File: config.mk
export PLATFORM = sky130hd
export DESIGN_NAME = reg_writeback_queue
export DESIGN_NICKNAME = d
export VERILOG_FILES = /design/src/rtl/wb_pkg.sv /design/src/rtl/reg_wb_match.sv /design/src/rtl/reg_writeback_queue.sv
export SDC_FILE = /design/constraint.sdc
export NUM_CORES = 1
export LEC_CHECK = 0
export ABC_AREA = 0
export ABC_CLOCK_PERIOD_IN_PS = 2900
export BUFFER_PORTS_ARGS = -buffer_cell sky130_fd_sc_hd__clkbuf_2
export CORE_MARGIN = 5
export CORE_UTILIZATION = 35
export CTS_CLUSTER_DIAMETER = 200
export DETAILED_ROUTE_END_ITERATION = 10
export MAX_ROUTING_LAYER = met4
export PLACE_DENSITY = 0.52
export SLEW_MARGIN = 20
export SYNTH_ARGS = -nofsm -noshare
export SYNTH_HDL_FRONTEND = slang
export SYNTH_HIERARCHICAL = 1
export SYNTH_SLANG_ARGS = --single-unit
File: constraint.sdc
create_clock -name CLK -period 2.9 [get_ports CLK]
set_input_delay 0 -clock CLK [delete_from_list [all_inputs] [get_ports CLK]]
set_output_delay 0 -clock CLK [all_outputs]
set_load 0.005 [all_outputs]
File: src/rtl/wb_pkg.sv
// Shared types and constants for the register write-back queue.
// The optional forwarding path in reg_wb_match is enabled by defining WB_FORWARD_EN.
package wb_pkg;

  localparam int WB_W     = 8;
  localparam int WB_D     = 3;
  localparam int WB_DEPTH = 4;

  localparam logic [1:0] RW_NONE  = 2'b00;
  localparam logic [1:0] RW_PORT1 = 2'b01;
  localparam logic [1:0] RW_PORT2 = 2'b10;

  typedef enum logic [1:0] {
    EMPTY  = 2'd0,
    ACTIVE = 2'd1,
    FULL   = 2'd2
  } wb_state_t;

  typedef struct packed {
    logic [WB_D-1:0] dst;
    logic [WB_W-1:0] value;
    logic            port;
  } wb_entry_t;

endpackage

File: src/rtl/reg_wb_match.sv
// Per-entry register-index compare and youngest-match value select.
// The value select exists only when WB_FORWARD_EN is defined; otherwise value_o is 0.
module reg_wb_match #(
  parameter int W     = 8,
  parameter int D     = 3,
  parameter int DEPTH = 4
) (
  input  logic [DEPTH-1:0][D-1:0]       regs_i,
  input  logic [DEPTH-1:0][W-1:0]       values_i,
  input  logic [DEPTH-1:0]              valid_i,
  input  logic [$clog2(DEPTH)-1:0]      head_i,
  input  logic [D-1:0]                  query_i,
  output logic                          busy_o,
  output logic [W-1:0]                  value_o
);

  localparam int AW = $clog2(DEPTH);

  logic [DEPTH-1:0] hit;

  always_comb begin
    hit = '0;
    for (int s = 0; s < DEPTH; s++) begin
      hit[s] = valid_i[s] && (regs_i[s] == query_i);
    end
  end

  assign busy_o = |hit;

`ifdef WB_FORWARD_EN
  // Walk oldest to youngest from the head so the last hit seen is the youngest.
  always_comb begin
    logic [AW-1:0] slot;
    value_o = '0;
    slot    = '0;
    for (int i = 0; i < DEPTH; i++) begin
      slot = head_i + AW'(i);
      if (hit[slot]) value_o = values_i[slot];
    end
  end
`else
  logic unused_fwd;
  assign unused_fwd = ^{values_i, head_i};
  assign value_o    = '0;
`endif

endmodule

File: src/rtl/reg_writeback_queue.sv
// In-order pending-write FIFO driving the register file write port, with a busy lookup.
// Define WB_FORWARD_EN to drive QueryValue with the youngest pending value for QueryReg.
module reg_writeback_queue
  import wb_pkg::*;
#(
  parameter int W     = WB_W,
  parameter int D     = WB_D,
  parameter int DEPTH = WB_DEPTH
) (
  input  logic                         CLK,
  input  logic                         Reset,
  input  logic                         InValid,
  output logic                         InReady,
  input  logic [D-1:0]                 InReg,
  input  logic [W-1:0]                 InValue,
  input  logic                         InPort,
  input  logic                         Stall,
  input  logic                         Flush,
  output logic [1:0]                   RegWrite,
  output logic [D-1:0]                 WriteReg,
  output logic [W-1:0]                 WriteValue,
  input  logic [D-1:0]                 QueryReg,
  output logic                         QueryBusy,
  output logic [W-1:0]                 QueryValue,
  output logic [$clog2(DEPTH+1)-1:0]   Count,
  output logic [1:0]                   State
);

  localparam int AW = $clog2(DEPTH);
  localparam int CW = $clog2(DEPTH+1);

  // Handshake: an entry is stored when InValid && InReady at the rising edge and Flush is low.
  logic [DEPTH-1:0][D-1:0] reg_q;
  logic [DEPTH-1:0][W-1:0] val_q;
  logic [DEPTH-1:0]        port_q;
  logic [AW-1:0]           rd_q, rd_d;
  logic [AW-1:0]           wr_q, wr_d;
  logic [CW-1:0]           count_q, count_d;
  wb_state_t               state_q;

  logic                    push, pop;
  logic [DEPTH-1:0]        slot_valid;

  assign InReady = (count_q < CW'(DEPTH));
  assign push    = InValid && InReady && !Flush;
  assign pop     = (count_q != '0) && !Stall && !Flush;

  always_comb begin
    rd_d    = rd_q;
    wr_d    = wr_q;
    count_d = count_q;
    if (Flush) begin
      rd_d    = '0;
      wr_d    = '0;
      count_d = '0;
    end else begin
      if (push) wr_d = wr_q + 1'b1;
      if (pop)  rd_d = rd_q + 1'b1;
      case ({push, pop})
        2'b10:   count_d = count_q + 1'b1;
        2'b01:   count_d = count_q - 1'b1;
        default: count_d = count_q;
      endcase
    end
  end

  always_ff @(posedge CLK or posedge Reset) begin
    if (Reset) begin
      rd_q    <= '0;
      wr_q    <= '0;
      count_q <= '0;
      reg_q   <= '0;
      val_q   <= '0;
      port_q  <= '0;
    end else begin
      rd_q    <= rd_d;
      wr_q    <= wr_d;
      count_q <= count_d;
      if (push) begin
        reg_q[wr_q]  <= InReg;
        val_q[wr_q]  <= InValue;
        port_q[wr_q] <= InPort;
      end
    end
  end

  always_ff @(posedge CLK or posedge Reset) begin
    if (Reset) begin
      state_q <= EMPTY;
    end else if (Flush) begin
      state_q <= EMPTY;
    end else begin
      case (state_q)
        EMPTY:   if (push) state_q <= ACTIVE;
        ACTIVE: begin
          if (count_d == CW'(DEPTH)) state_q <= FULL;
          else if (count_d == '0)    state_q <= EMPTY;
        end
        FULL:    if (pop) state_q <= ACTIVE;
        default: state_q <= EMPTY;
      endcase
    end
  end

  // A slot holds a live entry when its distance from the head is below Count.
  always_comb begin
    logic [AW-1:0] offset;
    slot_valid = '0;
    offset     = '0;
    for (int s = 0; s < DEPTH; s++) begin
      offset        = AW'(s) - rd_q;
      slot_valid[s] = (count_q == CW'(DEPTH)) || (CW'(offset) < count_q);
    end
  end

  reg_wb_match #(
    .W     (W),
    .D     (D),
    .DEPTH (DEPTH)
  ) u_match (
    .regs_i   (reg_q),
    .values_i (val_q),
    .valid_i  (slot_valid),
    .head_i   (rd_q),
    .query_i  (QueryReg),
    .busy_o   (QueryBusy),
    .value_o  (QueryValue)
  );

  assign RegWrite   = pop ? (port_q[rd_q] ? RW_PORT2 : RW_PORT1) : RW_NONE;
  assign WriteReg   = pop ? reg_q[rd_q] : '0;
  assign WriteValue = pop ? val_q[rd_q] : '0;
  assign Count      = count_q;
  assign State      = state_q;

endmodule

==> results.py <==
metrics = {
    "worst_setup_path": {
        "critPathArrivalTime_ns": 2.58,
        "endpoint_kind": "register",
        "required_ns": 3.14,
        "worstPathMaxFanout": 9,
        "criticalPathCategory": "reg2reg",
        "timing.rr.start": "Count[0]",
        "reg2reg_depth": 9,
        "r2r-end": "State[0]",
        "rrSetupSlack_ns": 0.55,
        "crit_path_start_kind": "register",
    },
    "cells_and_area": {
        "mostFrequentLayoutCells": "dfrtp_1, mux2_2, clkbuf_2",
        "synthToLayoutAreaGrowth_pct": 18.8,
        "seqCellArea_sq_um": 1430,
        "final_common_cell": "dfrtp_1",
        "num-nets-final": 319,
        "drive_above_1_share_pct": 41.5,
        "fill_cells": 830,
        "diodes": 0,
        "multiInputGateArea_sq_um": 1580,
    },
    "cts": {
        "cts_root_buf": "clkbuf_8",
        "cts.clk_slew.worst_paths_ns": 0.06,
        "clock_latency_ns": 0.33,
        "cts_tree": "built",
        "cts_max_level": 3,
        "cts_setup_buffers": 0,
        "clockBufferDepth": 2,
        "cts_sinks": 57,
        "numCtsBuffers": 9,
    },
    "worst_hold_path": {
        "hold_class": "in2reg",
        "hold_depth": 2,
        "min_from": "Flush",
        "min_to": "State[0]",
    },
    "sta": {
        "hold_viol": 0,
        "max_freq_mhz": 426,
        "fin_crit_ns": 2.35,
        "rsz0062_at_grt": "no",
        "fin_crit_sh_pct": 80.9,
        "setup_viol": 0,
        "tns_ns": 0,
        "report.final.slew_viol_count": 0,
        "worst_clock_skew_ns": 0.00733,
    },
    "synthesis": {
        "synth_xor_area_share_pct": 4.97,
        "syn_area_per_cell_sq_um": 13.5,
        "async_flop_share_pct": 100,
        "syn_inst": 234,
        "seq_area_frac_synth_pct": 45.0,
        "ys.warnings.count": 6,
        "synth_cell_type_count": 35,
        "synth_compound_area_share_pct": 2.13,
        "ys.flop_type": "dfrtp_1",
        "synth_area_sq_um": 3170,
        "synthMuxAreaShare_pct": 27.5,
        "ys_seq_elements": 57,
        "synth_fa_ha_area_share_pct": 4.18,
        "synth_edf_count": 0,
        "synth_top_family_by_area": "multiplexers",
        "synth_simple_gate_area_share_pct": 10.0,
    },
    "drt": {
        "first_pass_iters": 4,
        "routed_wl_microns": 6300,
        "wl_per_cell_microns": 15.7,
        "drtAntennaViolNets": 0,
        "drc_errors": 0,
        "vias": 1959,
        "routed_via_density": 4.87,
        "drt-initial-drc-count": 56,
    },
    "floorplan": {
        "core_sq_um": 8760,
        "fp.dieW_microns": 105,
        "num_rows": 34,
        "die_area_sq_um": 11100,
        "ioPinCount": 48,
        "initial_utilization_pct": 36.2,
        "die_h_microns": 105,
    },
    "global_route": {
        "antenna_found_initial": 0,
        "grt_max_degree": 25,
        "grtUsageMet2_pct": 18.5,
        "grt_use_met1_pct": 15.7,
        "met3_usage_pct": 4.19,
        "grt-busiest-layer": "met2",
        "grt_usage_pct": 12.2,
        "grt_pass1_vias": 1894,
        "grt_pass1_wl_microns": 10300,
        "gr-total-overflow": 0,
    },
    "placed_design": {
        "gp_congestion": 0.740,
        "port_buffers": 39,
        "hpwl_microns": 4340,
    },
    "power_and_ir_drop": {
        "power_density_nw_per_um2": 714,
        "ir_drop_mv": 0.346,
        "total_power_mw": 2.69,
        "power_leakage_nw": 1.71,
    },
    "status": {
        "status": "complete, no violations",
    },
    "job": {
        "maxCapViolCount": 0,
    },
}
==> worst max-delay path: stages, from the launching register on <==
cell and delay (ns):
dfrtp_1 0.49, nor3_2 0.21, or3_4 0.16, inv_1 0.03, ha_1 0.22, fa_1 0.51
nor3b_1 0.05, a211oi_1 0.28, nand2b_1 0.09, a211oi_1 0.22
==> where the power goes <==
part | internal (mW) | total, mW | switching, mW
clock | 0.531 | 0.843 | 0.312
sequential | 1.03 | 1.18 | 0.150
combinational | 0.432 | 0.664 | 0.233
total | 1.99 | 2.69 | 0.695
==> worst max-delay path by stage <==
stage | depth (start not counted) | startpoint | endpoint | slack [ns]
final | 9 | Count[0] | State[0] | 0.55
after global routing | 9 | Count[0] | State[0] | 0.29
after CTS | 9 | Count[0] | State[0] | 0.52
after detailed placement | 9 | Count[0] | State[0] | 0.53
after global placement | 9 | Count[0] | State[0] | 0.56
after floorplan | 10 | Count[1] | State[1] | 0.46
==> registers in the layout, indices dropped and copies added (netlist names) <==
signal,cells
wr_q,2
State,2
rd_q,2
Count,3
reg_q,12
val_q,32
port_q,4
==> final cells by class <==
type,instances,share of cell area (%)
multi-input cells,155,41.9
flip-flops and latches,57,37.9
repair buffers,57,9.63
clock buffers,12,4.12
well taps,108,3.59
clock inverters,4,1.99
inverters,9,0.897
==> metal layers <==
layer	vias up	wire length, microns
li1	926	-
met4	0	61
met5	-	0
met3	5	326
met2	50	3000
met1	978	2910
==> stage by stage <==
step / worst slack, ns / hold WS, ns / area, sq um / util, % / instances
5_1_grt: 0.292 / 0.0397 / 3770 / 43.0 / 402
6_report: 0.554 / 0.0381 / 3770 / 43.0 / 402
3_3_place_gp: 0.562 / -0.0447 / 3410 / 38.9 / 373
4_1_cts: 0.517 / 0.0224 / 3770 / 43.0 / 402
3_5_place_dp: 0.532 / -0.0468 / 3410 / 38.9 / 373
2_1_floorplan: 0.462 / 0.135 / 3200 / - / 241
==> repair_timing <==
item                                    4_1_cts  5_1_grt
hold buffers                                 13        0
resized for setup                             0        0
endpoints found under the hold margin        95        0
endpoints found under the setup margin        0        0
==> Yosys cell counts, types with 4 or more instances <==
cell,number,area share (%)
and3_4,4,1.4
buf_4,12,2.8
mux4_2,4,2.8
nand4_1,5,0.99
mux4_1,8,6.6
nor2b_4,4,1.7
inv_1,9,1.1
xnor2_1,16,4.4
mux2_2,47,17
nor2b_1,6,1.2
nor2_1,13,1.5
ha_1,9,3.6
dfrtp_1,57,45
==> logic make-up (layout without fill, tap and decap cells) <==
group	count (synthesis)	count (layout)
buffers and inverters	29	82
adders and majority gates	10	10
AOI/OAI and AO/OA	10	10
other	1	8
DFF	57	57
muxes	63	63
xor gates and xnor gates	18	18
and+or+nand+nor	46	46
(Power assumes the default switching activity.)
